`src/rtl/ripple_cla16_pkg.sv`:
```
// Shared definitions for the multi-cycle ripple-of-CLA adder.
// Holds default geometry, the derived block-index width and the FSM state type.
// Optional feature macro used by the top: RIPPLE_CLA16_OVF_EN (adds ovf output).
package ripple_cla16_pkg;

  localparam int unsigned WIDTH_DEF   = 16;
  localparam int unsigned BLK_W_DEF   = 4;
  localparam int unsigned NUM_BLK_DEF = WIDTH_DEF / BLK_W_DEF;
  localparam int unsigned IDX_W_DEF   = $clog2(NUM_BLK_DEF);

  typedef enum logic [1:0] {
    IDLE = 2'd0,
    CALC = 2'd1,
    DONE = 2'd2
  } state_e;

endpackage

```
`src/rtl/cla4_block.sv`:
```
// Combinational carry-lookahead block (default 4 bits).
// Ports:
//   a, b    : operand slices
//   cin     : carry into the block
//   sum     : a + b + cin (block width)
//   cout    : carry out of the block
//   grp_p   : group propagate (all bits propagate)
//   grp_g   : group generate (block generates a carry regardless of cin)
// Every internal carry is a flat sum-of-products of g/p/cin; nothing ripples.
module cla4_block #(
  parameter int unsigned W = 4
) (
  input  logic [W-1:0] a,
  input  logic [W-1:0] b,
  input  logic         cin,
  output logic [W-1:0] sum,
  output logic         cout,
  output logic         grp_p,
  output logic         grp_g
);

  logic [W-1:0] g;
  logic [W-1:0] p;
  logic [W:0]   c;

  // c[i+1] = g[i] | p[i]g[i-1] | ... | p[i]..p[0]cin, expanded per bit.
  always_comb begin
    logic gen_t;
    logic prop_t;
    gen_t  = 1'b0;
    prop_t = 1'b0;
    g      = a & b;
    p      = a ^ b;
    c      = '0;
    c[0]   = cin;
    grp_g  = 1'b0;
    grp_p  = 1'b0;
    for (int i = 0; i < int'(W); i++) begin
      gen_t  = g[i];
      prop_t = p[i];
      for (int j = i - 1; j >= 0; j--) begin
        gen_t  = gen_t | (prop_t & g[j]);
        prop_t = prop_t & p[j];
      end
      c[i+1] = gen_t | (prop_t & cin);
      if (i == int'(W) - 1) begin
        grp_g = gen_t;
        grp_p = prop_t;
      end
    end
    sum  = p ^ c[W-1:0];
    cout = c[W];
  end

endmodule

```
`src/rtl/ripple_cla16_adder.sv`:
```
// Multi-cycle adder: {c_out, Output} = A + B + c_in, one CLA block per clock,
// low block first. Operands are captured on the edge that sees en rise from IDLE.
// Ports:
//   clk, rst_n : clock, asynchronous active-low reset
//   en         : level request; high starts/keeps the add, low aborts or releases
//   A, B, c_in : operands (sampled once at start)
//   Output     : sum (modulo 2^WIDTH)
//   c_out      : carry out of the top block
//   ready      : result valid, held while en stays high
//   ovf        : signed overflow (only when RIPPLE_CLA16_OVF_EN is defined)
module ripple_cla16_adder
  import ripple_cla16_pkg::*;
#(
  parameter int unsigned WIDTH = WIDTH_DEF,
  parameter int unsigned BLK_W = BLK_W_DEF
) (
  input  logic             clk,
  input  logic             rst_n,
  input  logic             en,
  input  logic [WIDTH-1:0] A,
  input  logic [WIDTH-1:0] B,
  input  logic             c_in,
  output logic [WIDTH-1:0] Output,
  output logic             c_out,
  output logic             ready
`ifdef RIPPLE_CLA16_OVF_EN
  ,
  output logic             ovf
`endif
);

  localparam int unsigned NUM_BLK = WIDTH / BLK_W;
  localparam int unsigned IDX_W   = (NUM_BLK > 1) ? $clog2(NUM_BLK) : 1;
  localparam logic [IDX_W-1:0] LAST_IDX = IDX_W'(NUM_BLK - 1);

  state_e           state_q, state_d;
  logic [WIDTH-1:0] a_q, a_d;
  logic [WIDTH-1:0] b_q, b_d;
  logic             carry_q, carry_d;
  logic [IDX_W-1:0] idx_q, idx_d;
  logic [WIDTH-1:0] out_q, out_d;
  logic             c_out_q, c_out_d;
  logic             ready_q, ready_d;
`ifdef RIPPLE_CLA16_OVF_EN
  logic             ovf_q, ovf_d;
`endif

  logic [BLK_W-1:0] blk_a, blk_b, blk_sum;
  logic             blk_cout, blk_p, blk_g;
  logic             unused_grp;

  // Single shared block, fed the operand slice selected by idx.
  always_comb begin
    blk_a = a_q[idx_q*BLK_W +: BLK_W];
    blk_b = b_q[idx_q*BLK_W +: BLK_W];
  end

  cla4_block #(.W(BLK_W)) u_cla (
    .a     (blk_a),
    .b     (blk_b),
    .cin   (carry_q),
    .sum   (blk_sum),
    .cout  (blk_cout),
    .grp_p (blk_p),
    .grp_g (blk_g)
  );

  // Group P/G are available for a wider lookahead tier; not needed in ripple order.
  assign unused_grp = blk_p ^ blk_g;

  // Next-state and datapath updates.
  always_comb begin
    state_d = state_q;
    a_d     = a_q;
    b_d     = b_q;
    carry_d = carry_q;
    idx_d   = idx_q;
    out_d   = out_q;
    c_out_d = c_out_q;
    ready_d = ready_q;
`ifdef RIPPLE_CLA16_OVF_EN
    ovf_d   = ovf_q;
`endif
    case (state_q)
      IDLE: begin
        ready_d = 1'b0;
        if (en) begin
          a_d     = A;
          b_d     = B;
          carry_d = c_in;
          idx_d   = '0;
          out_d   = '0;
`ifdef RIPPLE_CLA16_OVF_EN
          ovf_d   = 1'b0;
`endif
          state_d = CALC;
        end
      end
      CALC: begin
        if (!en) begin
          // Abort: partial sum stays visible but ready never rises.
          ready_d = 1'b0;
          state_d = IDLE;
        end else begin
          out_d[idx_q*BLK_W +: BLK_W] = blk_sum;
          carry_d = blk_cout;
          idx_d   = idx_q + IDX_W'(1);
          if (idx_q == LAST_IDX) begin
            c_out_d = blk_cout;
            ready_d = 1'b1;
`ifdef RIPPLE_CLA16_OVF_EN
            ovf_d   = (a_q[WIDTH-1] == b_q[WIDTH-1]) &&
                      (blk_sum[BLK_W-1] != a_q[WIDTH-1]);
`endif
            state_d = DONE;
          end
        end
      end
      DONE: begin
        if (!en) begin
          ready_d = 1'b0;
          state_d = IDLE;
        end
      end
      default: begin
        ready_d = 1'b0;
        state_d = IDLE;
      end
    endcase
  end

  // State and result registers.
  always_ff @(posedge clk or negedge rst_n) begin
    if (!rst_n) begin
      state_q <= IDLE;
      a_q     <= '0;
      b_q     <= '0;
      carry_q <= 1'b0;
      idx_q   <= '0;
      out_q   <= '0;
      c_out_q <= 1'b0;
      ready_q <= 1'b0;
`ifdef RIPPLE_CLA16_OVF_EN
      ovf_q   <= 1'b0;
`endif
    end else begin
      state_q <= state_d;
      a_q     <= a_d;
      b_q     <= b_d;
      carry_q <= carry_d;
      idx_q   <= idx_d;
      out_q   <= out_d;
      c_out_q <= c_out_d;
      ready_q <= ready_d;
`ifdef RIPPLE_CLA16_OVF_EN
      ovf_q   <= ovf_d;
`endif
    end
  end

  assign Output = out_q;
  assign c_out  = c_out_q;
  assign ready  = ready_q;
`ifdef RIPPLE_CLA16_OVF_EN
  assign ovf    = ovf_q;
`endif

endmodule

```
`config.mk`:
```
export PLATFORM = sky130hd
export DESIGN_NAME = ripple_cla16_adder
export DESIGN_NICKNAME = d
export VERILOG_FILES = /design/src/rtl/ripple_cla16_pkg.sv /design/src/rtl/cla4_block.sv /design/src/rtl/ripple_cla16_adder.sv
export SDC_FILE = /design/constraint.sdc
export NUM_CORES = 1
export LEC_CHECK = 0
export ABC_AREA = 1
export ABC_CLOCK_PERIOD_IN_PS = 2800
export CORE_ASPECT_RATIO = 0.8
export CORE_UTILIZATION = 63
export CTS_CLUSTER_DIAMETER = 30
export DETAILED_ROUTE_END_ITERATION = 10
export DONT_BUFFER_PORTS = 1
export HOLD_SLACK_MARGIN = 0.02
export PLACE_DENSITY_LB_ADDON = 0.3
export SETUP_SLACK_MARGIN = 0.4
export SLEW_MARGIN = 20
export SYNTH_ARGS = -nofsm -noshare
export SYNTH_HDL_FRONTEND = slang
export SYNTH_HIERARCHICAL = 1
export SYNTH_SLANG_ARGS = --single-unit
```
`constraint.sdc`:
```
create_clock -name clk -period 2.8 [get_ports clk]
set_input_delay 0.84 -clock clk [delete_from_list [all_inputs] [get_ports clk]]
set_output_delay 0.84 -clock clk [all_outputs]
set_load 0.005 [all_outputs]
```
==> results.toml, run 1 <==
[die]
io_pins = 54
initial_utilization_pct = 66.76
floorplan.core_area_sq_um = 4230
dieArea_sq_um = 4756
fp.dieW_um = 76.86
die_y_um = 61.88
rows = 21

[timing]
clock_tree_skew_after_final_layout_ns = 0.009779
finalSetupViolCount = 0
period_minus_slack_ns = 2.318
hold_violations = 0
tightestPinTransition_ns = 0.5352
tns_ns = 0
achievable-frequency_ghz = 0.4314
timing.final.crit_share_pct = 82.79
worst_slack_ns = 0.4820
final_max_slew_viol_count = 0
rsz_0062_raised_after_global_routing = "true"
relative_slew_margins_pct = 64.19

[yosys]
synth_cells = 361
post_synth_instance_area_sq_um = 2824
syn-mean-instance-area_sq_um = 7.823
synth.yosys.warnings = 6
synth_nets = 407

[routing]
postRouteWirelength_um = 6085
route.antenna.remaining_nets = 0
wl_per_cell_um = 14.56
drt_drc_violations_left = 0
vias_per_cell = 5.761
first_pass_iters = 5
vias = 2408
dr.first_iter.drc_count = 213

[power]
total_switching_power_mw = 0.8907
power_density_nw_per_um2 = 756.9
clkPwrFrac_pct = 20.0
comb_power_share_pct = 36.5
flop_pwr_share_pct = 43.5
static-leakage-power_nw = 1.571
netSwitchingFraction_pct = 39.11
p_int_mw = 1.387
vdd_ir_drop_max_mv = 0.4209

[worst_setup_path]
critical_path.max_fanout = 8
critPathMaxStageDelay_ns = 0.47
cp-end-kind = "flop"
path_class = "reg2reg"
arrival_ns = 2.58
startpoint_type_of_the_worst_setup_path = "flop"
timing.critical_path.cells = "buf_4, clkinvlp_4, nor2_1, o22ai_1, inv_1, fa_1, xnor2_2, inv_1, nor2_1, nand2_1, nand3b_1, nand2_1"
cp_slowest_cell = "fa_1"
critical_path_required_ns = 3.07
timing.critical_path.max_delay_family = "simple AND/OR/NAND/NOR gates"
crit_reg_reg_startpoint = "idx_q[0]$_DFFE_PN0P_"
rrSetupSlack_ns = 0.48
r2r-end = "Output[5]$_DFFE_PN0P_"
timing.reg2reg.worst_path_depth = 12
path_buf_inv = 4
setup.worst_path.start = "idx_q[0]$_DFFE_PN0P_"

[cts]
number_of_buffers_on_the_longest_clock_path = 2
clkLatencyLatePin_ns = 0.33
tritoncts.num_buffers = 5
cts_tree = "yes"
clk_tree_root_cell = "clkbuf_8"
cts.sinks = 55
cts.reportedPaths.clkPinSlew_ns = 0.10
htree_num_levels = 2

[cells_and_area]
postLayoutCoreUtil_pct = 71.13
synthToLayoutAreaGrowth_pct = 6.558
num-nets-final = 406
fill_cells = 332
antenna-diode-count = 0
fraction_of_final_layout_cells_sized_beyond_drive_strength_1_pct = 8.864

[grt]
grt_antenna_before_repair = 0
largest_net_degree_at_the_start_of_global_routing = 56
wire_length_of_the_first_global_routing_pass_um = 9970
grt_remaining_overflow = 0
global_route.usage.total_pct = 27.93
number_of_global_route_vias_before_repair = 2107

[job]
timing.max_cap.violations = 0

[placed_design]
hpwlAfterDp_um = 4266
numPortBuffers = 0
place.gp.congestion = 0.8645
dpl_worst_slack_ns = 0.3383

[hold_path]
worstHoldPathType = "in2async"

[run_status]
run_status = "completed"
==> flip-flops by register name (all words and copies together), names as in the netlist <==
register,count
b_q,16
state_q,2
a_q,16
c_out,1
Output,16
ready,1
carry_q,1
idx_q,2
==> layer usage <==
metal | track usage (%) | routed length [um] | vias up
met3 | 9.489 | 471 | 6
met1 | 40.71 | 2985 | 1142
met4 | 7.418 | 60 | 0
met5 | 0 | 0 | -
met2 | 40.05 | 2567 | 91
li1 | - | - | 1169
==> repair_timing <==
| action | CTS | global route |
|---|---|---|
| buffers inserted | 0 | 3 |
| setup endpoints to repair | 3 | 12 |
| cloned | 0 | 1 |
| pin swaps | 0 | 2 |
| hold buffers | 0 | 0 |
| gates resized for setup | 1 | 13 |
==> placed cells by master (no fill, tap or decap), types with 3 or more instances in the layout <==
cell and instances:
o21ai_0 20, inv_1 21, nand2_1 121, dfrtp_1 53, nor2_2 3, nor2_1 30, clkbuf_8 5, nand3_1 50
o22ai_1 9, ha_1 8, nand4_1 7, a21oi_1 4, buf_4 4
==> final cells by class <==
cell class | instances | area (sq um) | area share [%]
repair inverters | 1 | 7.507 | 0.2495
well taps | 57 | 71.32 | 2.370
multi-input cells | 266 | 1308 | 43.45
clock inverters | 3 | 22.52 | 0.7484
repair buffers | 5 | 45.04 | 1.497
inverters | 26 | 107.6 | 3.576
flip-flops and latches | 55 | 1379 | 45.82
clock buffers | 5 | 68.82 | 2.287
==> how the worst max path moves through the flow <==
stage                            end  cells after the start
6_report       Output[5]$_DFFE_PN0P_                     12
5_1_grt            c_out$_DFFE_PN0P_                     12
4_1_cts        Output[7]$_DFFE_PN0P_                     12
3_5_place_dp   Output[7]$_DFFE_PN0P_                     12
3_3_place_gp   Output[7]$_DFFE_PN0P_                     12
2_1_floorplan  Output[5]$_DFFE_PN0P_                     12
==> power groups by stage <==
stage / logic, mW / registers (mW) / clock network (mW)
after floorplan: 0.599 / 0.970 / 0
after global placement: 0.699 / 0.999 / 0
after detailed placement: 0.725 / 1.00 / 0
after CTS: 0.735 / 0.986 / 0.451
after global routing: 0.943 / 1.01 / 0.494
final: 0.832 / 0.991 / 0.455
==> per-stage QoR <==
stage | power [mW] | hold slack, ns | area (sq um) | cells
floorplan | 1.568 | 0.4366 | 2824 | 361
global placement | 1.698 | 0.4559 | 2836 | 406
detailed placement | 1.724 | 0.4599 | 2836 | 406
CTS | 2.172 | 0.1961 | 2929 | 414
global route | 2.442 | 0.1661 | 3009 | 418
finish | 2.278 | 0.1952 | 3009 | 418
(Power assumes the default switching activity.)
==> inputs of run 2 (changes only) <==
Settings changed: ABC_CLOCK_PERIOD_IN_PS 2800 to 2200.
Clock period 2.8 ns to 2.2 ns, I/O delays scaled along.
==> results.toml, run 2 (synthesized netlist as in run 1, its figures left out) <==
[run_status]
run_status = "complete, but fails checks"
violations = "setup timing"

[routing]
postRouteWirelength_um = 7511
route.antenna.remaining_nets = 0
met1_length_um = 3130
vias_per_cell = 6.095
uppermost_layer_routed = "met4"
dr.first_iter.drc_count = 273
met2_length_um = 3464
vias = 2639
first_pass_iters = 6
drt_drc_violations_left = 0
wl_per_cell_um = 17.35
met3_wirelength_um = 745

[timing]
worst_slack_ns = -0.002085
period_minus_slack_ns = 2.202
achievable-frequency_ghz = 0.4541
hold_violations = 0
clock_tree_skew_after_final_layout_ns = 0.01582
timing.final.crit_share_pct = 100.1
hold-worst-slack_ns = 0.1495
relative_slew_margins_pct = 39.65
final_max_slew_viol_count = 0
finalSetupViolCount = 1
rsz_0062_raised_after_global_routing = "true"
tightestPinTransition_ns = 0.9023

[cts]
clkLatencyLatePin_ns = 0.33
cts_tree = "yes"
cts.reportedPaths.clkPinSlew_ns = 0.11
tritoncts.num_buffers = 5
number_of_buffers_on_the_longest_clock_path = 2
cts.sinks = 55
htree_num_levels = 2
clk_tree_root_cell = "clkbuf_8"

[cells_and_area]
antenna-diode-count = 0
fill_cells = 274
final_cell_mix = "nand2_1, dfrtp_1, nand3_1"
num-nets-final = 421
synthToLayoutAreaGrowth_pct = 17.55
fraction_of_final_layout_cells_sized_beyond_drive_strength_1_pct = 22.34
finish.instance_area_sq_um = 3319
seqCellArea_sq_um = 1379
layout_commonest_cell = "nand2_1"
multi_input_comb_area_sq_um = 1473
postLayoutCoreUtil_pct = 78.47

[placed_design]
dpl_worst_slack_ns = 0.009656
hpwlAfterDp_um = 4525
place.gp.congestion = 0.9482
numPortBuffers = 0
dpl-instance-area_sq_um = 2922

[job]
timing.max_cap.violations = 0

[worst_setup_path]
rrSetupSlack_ns = -0.002
setup.worst_path.start = "idx_q[0]$_DFFE_PN0P_"
critPathCapture = "Output[7]$_DFFE_PN0P_"
critical_path_required_ns = 2.46
cp-end-kind = "flop"
arrival_ns = 2.46
timing.reg2reg.worst_path_depth = 15
startpoint_type_of_the_worst_setup_path = "flop"
r2r-end = "Output[7]$_DFFE_PN0P_"
path_class = "reg2reg"
crit_reg_reg_startpoint = "idx_q[0]$_DFFE_PN0P_"
critical_path.max_fanout = 8

[hold_path]
worstHoldPathType = "in2async"

[grt]
number_of_global_route_vias_before_repair = 2392
largest_net_degree_at_the_start_of_global_routing = 37
grt_antenna_before_repair = 0
global_route.usage.total_pct = 32.64
grt_remaining_overflow = 0
wire_length_of_the_first_global_routing_pass_um = 11520

[power]
static-leakage-power_nw = 1.708
netSwitchingFraction_pct = 40.96
total_switching_power_mw = 1.420
p_int_mw = 2.047
power_density_nw_per_um2 = 1045
vdd_ir_drop_max_mv = 0.5433
power_mw = 3.467
comb_power_share_pct = 45.5
clkPwrFrac_pct = 17.7
flop_pwr_share_pct = 36.8

[die]
rows = 21
initial_utilization_pct = 66.76
io_pins = 54
die_y_um = 61.88
dieArea_sq_um = 4756
fp.dieW_um = 76.86
floorplan.core_area_sq_um = 4230
[run 2: cell types whose count changed in the layout (fill, tap and decap cells not counted), sizes merged]
cell / delta
dlygate4sd3: +1
clkinvlp: -2
clkbuf: +1
buf: +15
[run 2: cell type report]
type / count / share of cell area, %
flip-flops and latches: 55 / 41.54
well taps: 57 / 2.149
multi-input cells: 266 / 44.36
inverters: 26 / 3.279
clock buffers: 6 / 2.488
repair buffers: 21 / 5.579
clock inverters: 2 / 0.6031
[run 2: power groups by stage]
stage          clock, mW  sequential (mW)  combinational (mW)
5_1_grt            0.657             1.29                1.71
6_report           0.613             1.28                1.58
3_5_place_dp           0             1.28                1.08
2_1_floorplan          0             1.24               0.826
3_3_place_gp           0             1.27                1.04
4_1_cts            0.619             1.26                1.28
[run 2: worst min path at each step]
stage / startpoint / to / slack [ns]
after floorplan: rst_n / Output[0]$_DFFE_PN0P_ / 0.36
after global placement: rst_n / b_q[2]$_DFFE_PN0P_ / 0.37
after detailed placement: rst_n / b_q[2]$_DFFE_PN0P_ / 0.37
after CTS: rst_n / Output[2]$_DFFE_PN0P_ / 0.02
after global routing: rst_n / b_q[9]$_DFFE_PN0P_ / 0.14
final: rst_n / a_q[8]$_DFFE_PN0P_ / 0.15
[run 2: repair_timing]
item                       CTS  global route
pin swaps                   18            12
hold buffers                 1             1
gates cloned                 1             0
hold endpoints to repair    34            21
gates resized for setup     21            37
buffers inserted             6             1
setup endpoints to repair   18            18
[run 2: metal layers]
metal | up-vias | global-route usage, %
li1 | 1203 | -
met4 | 0 | 10.99
met3 | 20 | 9.197
met5 | - | 0
met2 | 171 | 52.55
met1 | 1245 | 43.64
[run 2: per-stage QoR]
stage	setup TNS (ns)	std cells
6_report	-0.002085	433
5_1_grt	-0.6303	433
4_1_cts	0	431
3_5_place_dp	0	415
3_3_place_gp	0	415
2_1_floorplan	0	361
[run 2: critical path, cell delays in order, from the launching register on]
cell and delay, ns:
dfrtp_2 0.44, clkinv_4 0.11, buf_6 0.14, o21ai_4 0.15
o22ai_2 0.13, ha_4 0.33, nand2_4 0.07, nand2_1 0.09
nand2_2 0.06, nand2_1 0.06, nand2_1 0.06, nand2_2 0.09
inv_2 0.06, nor3_4 0.16, nand3_1 0.11, nand2_1 0.07
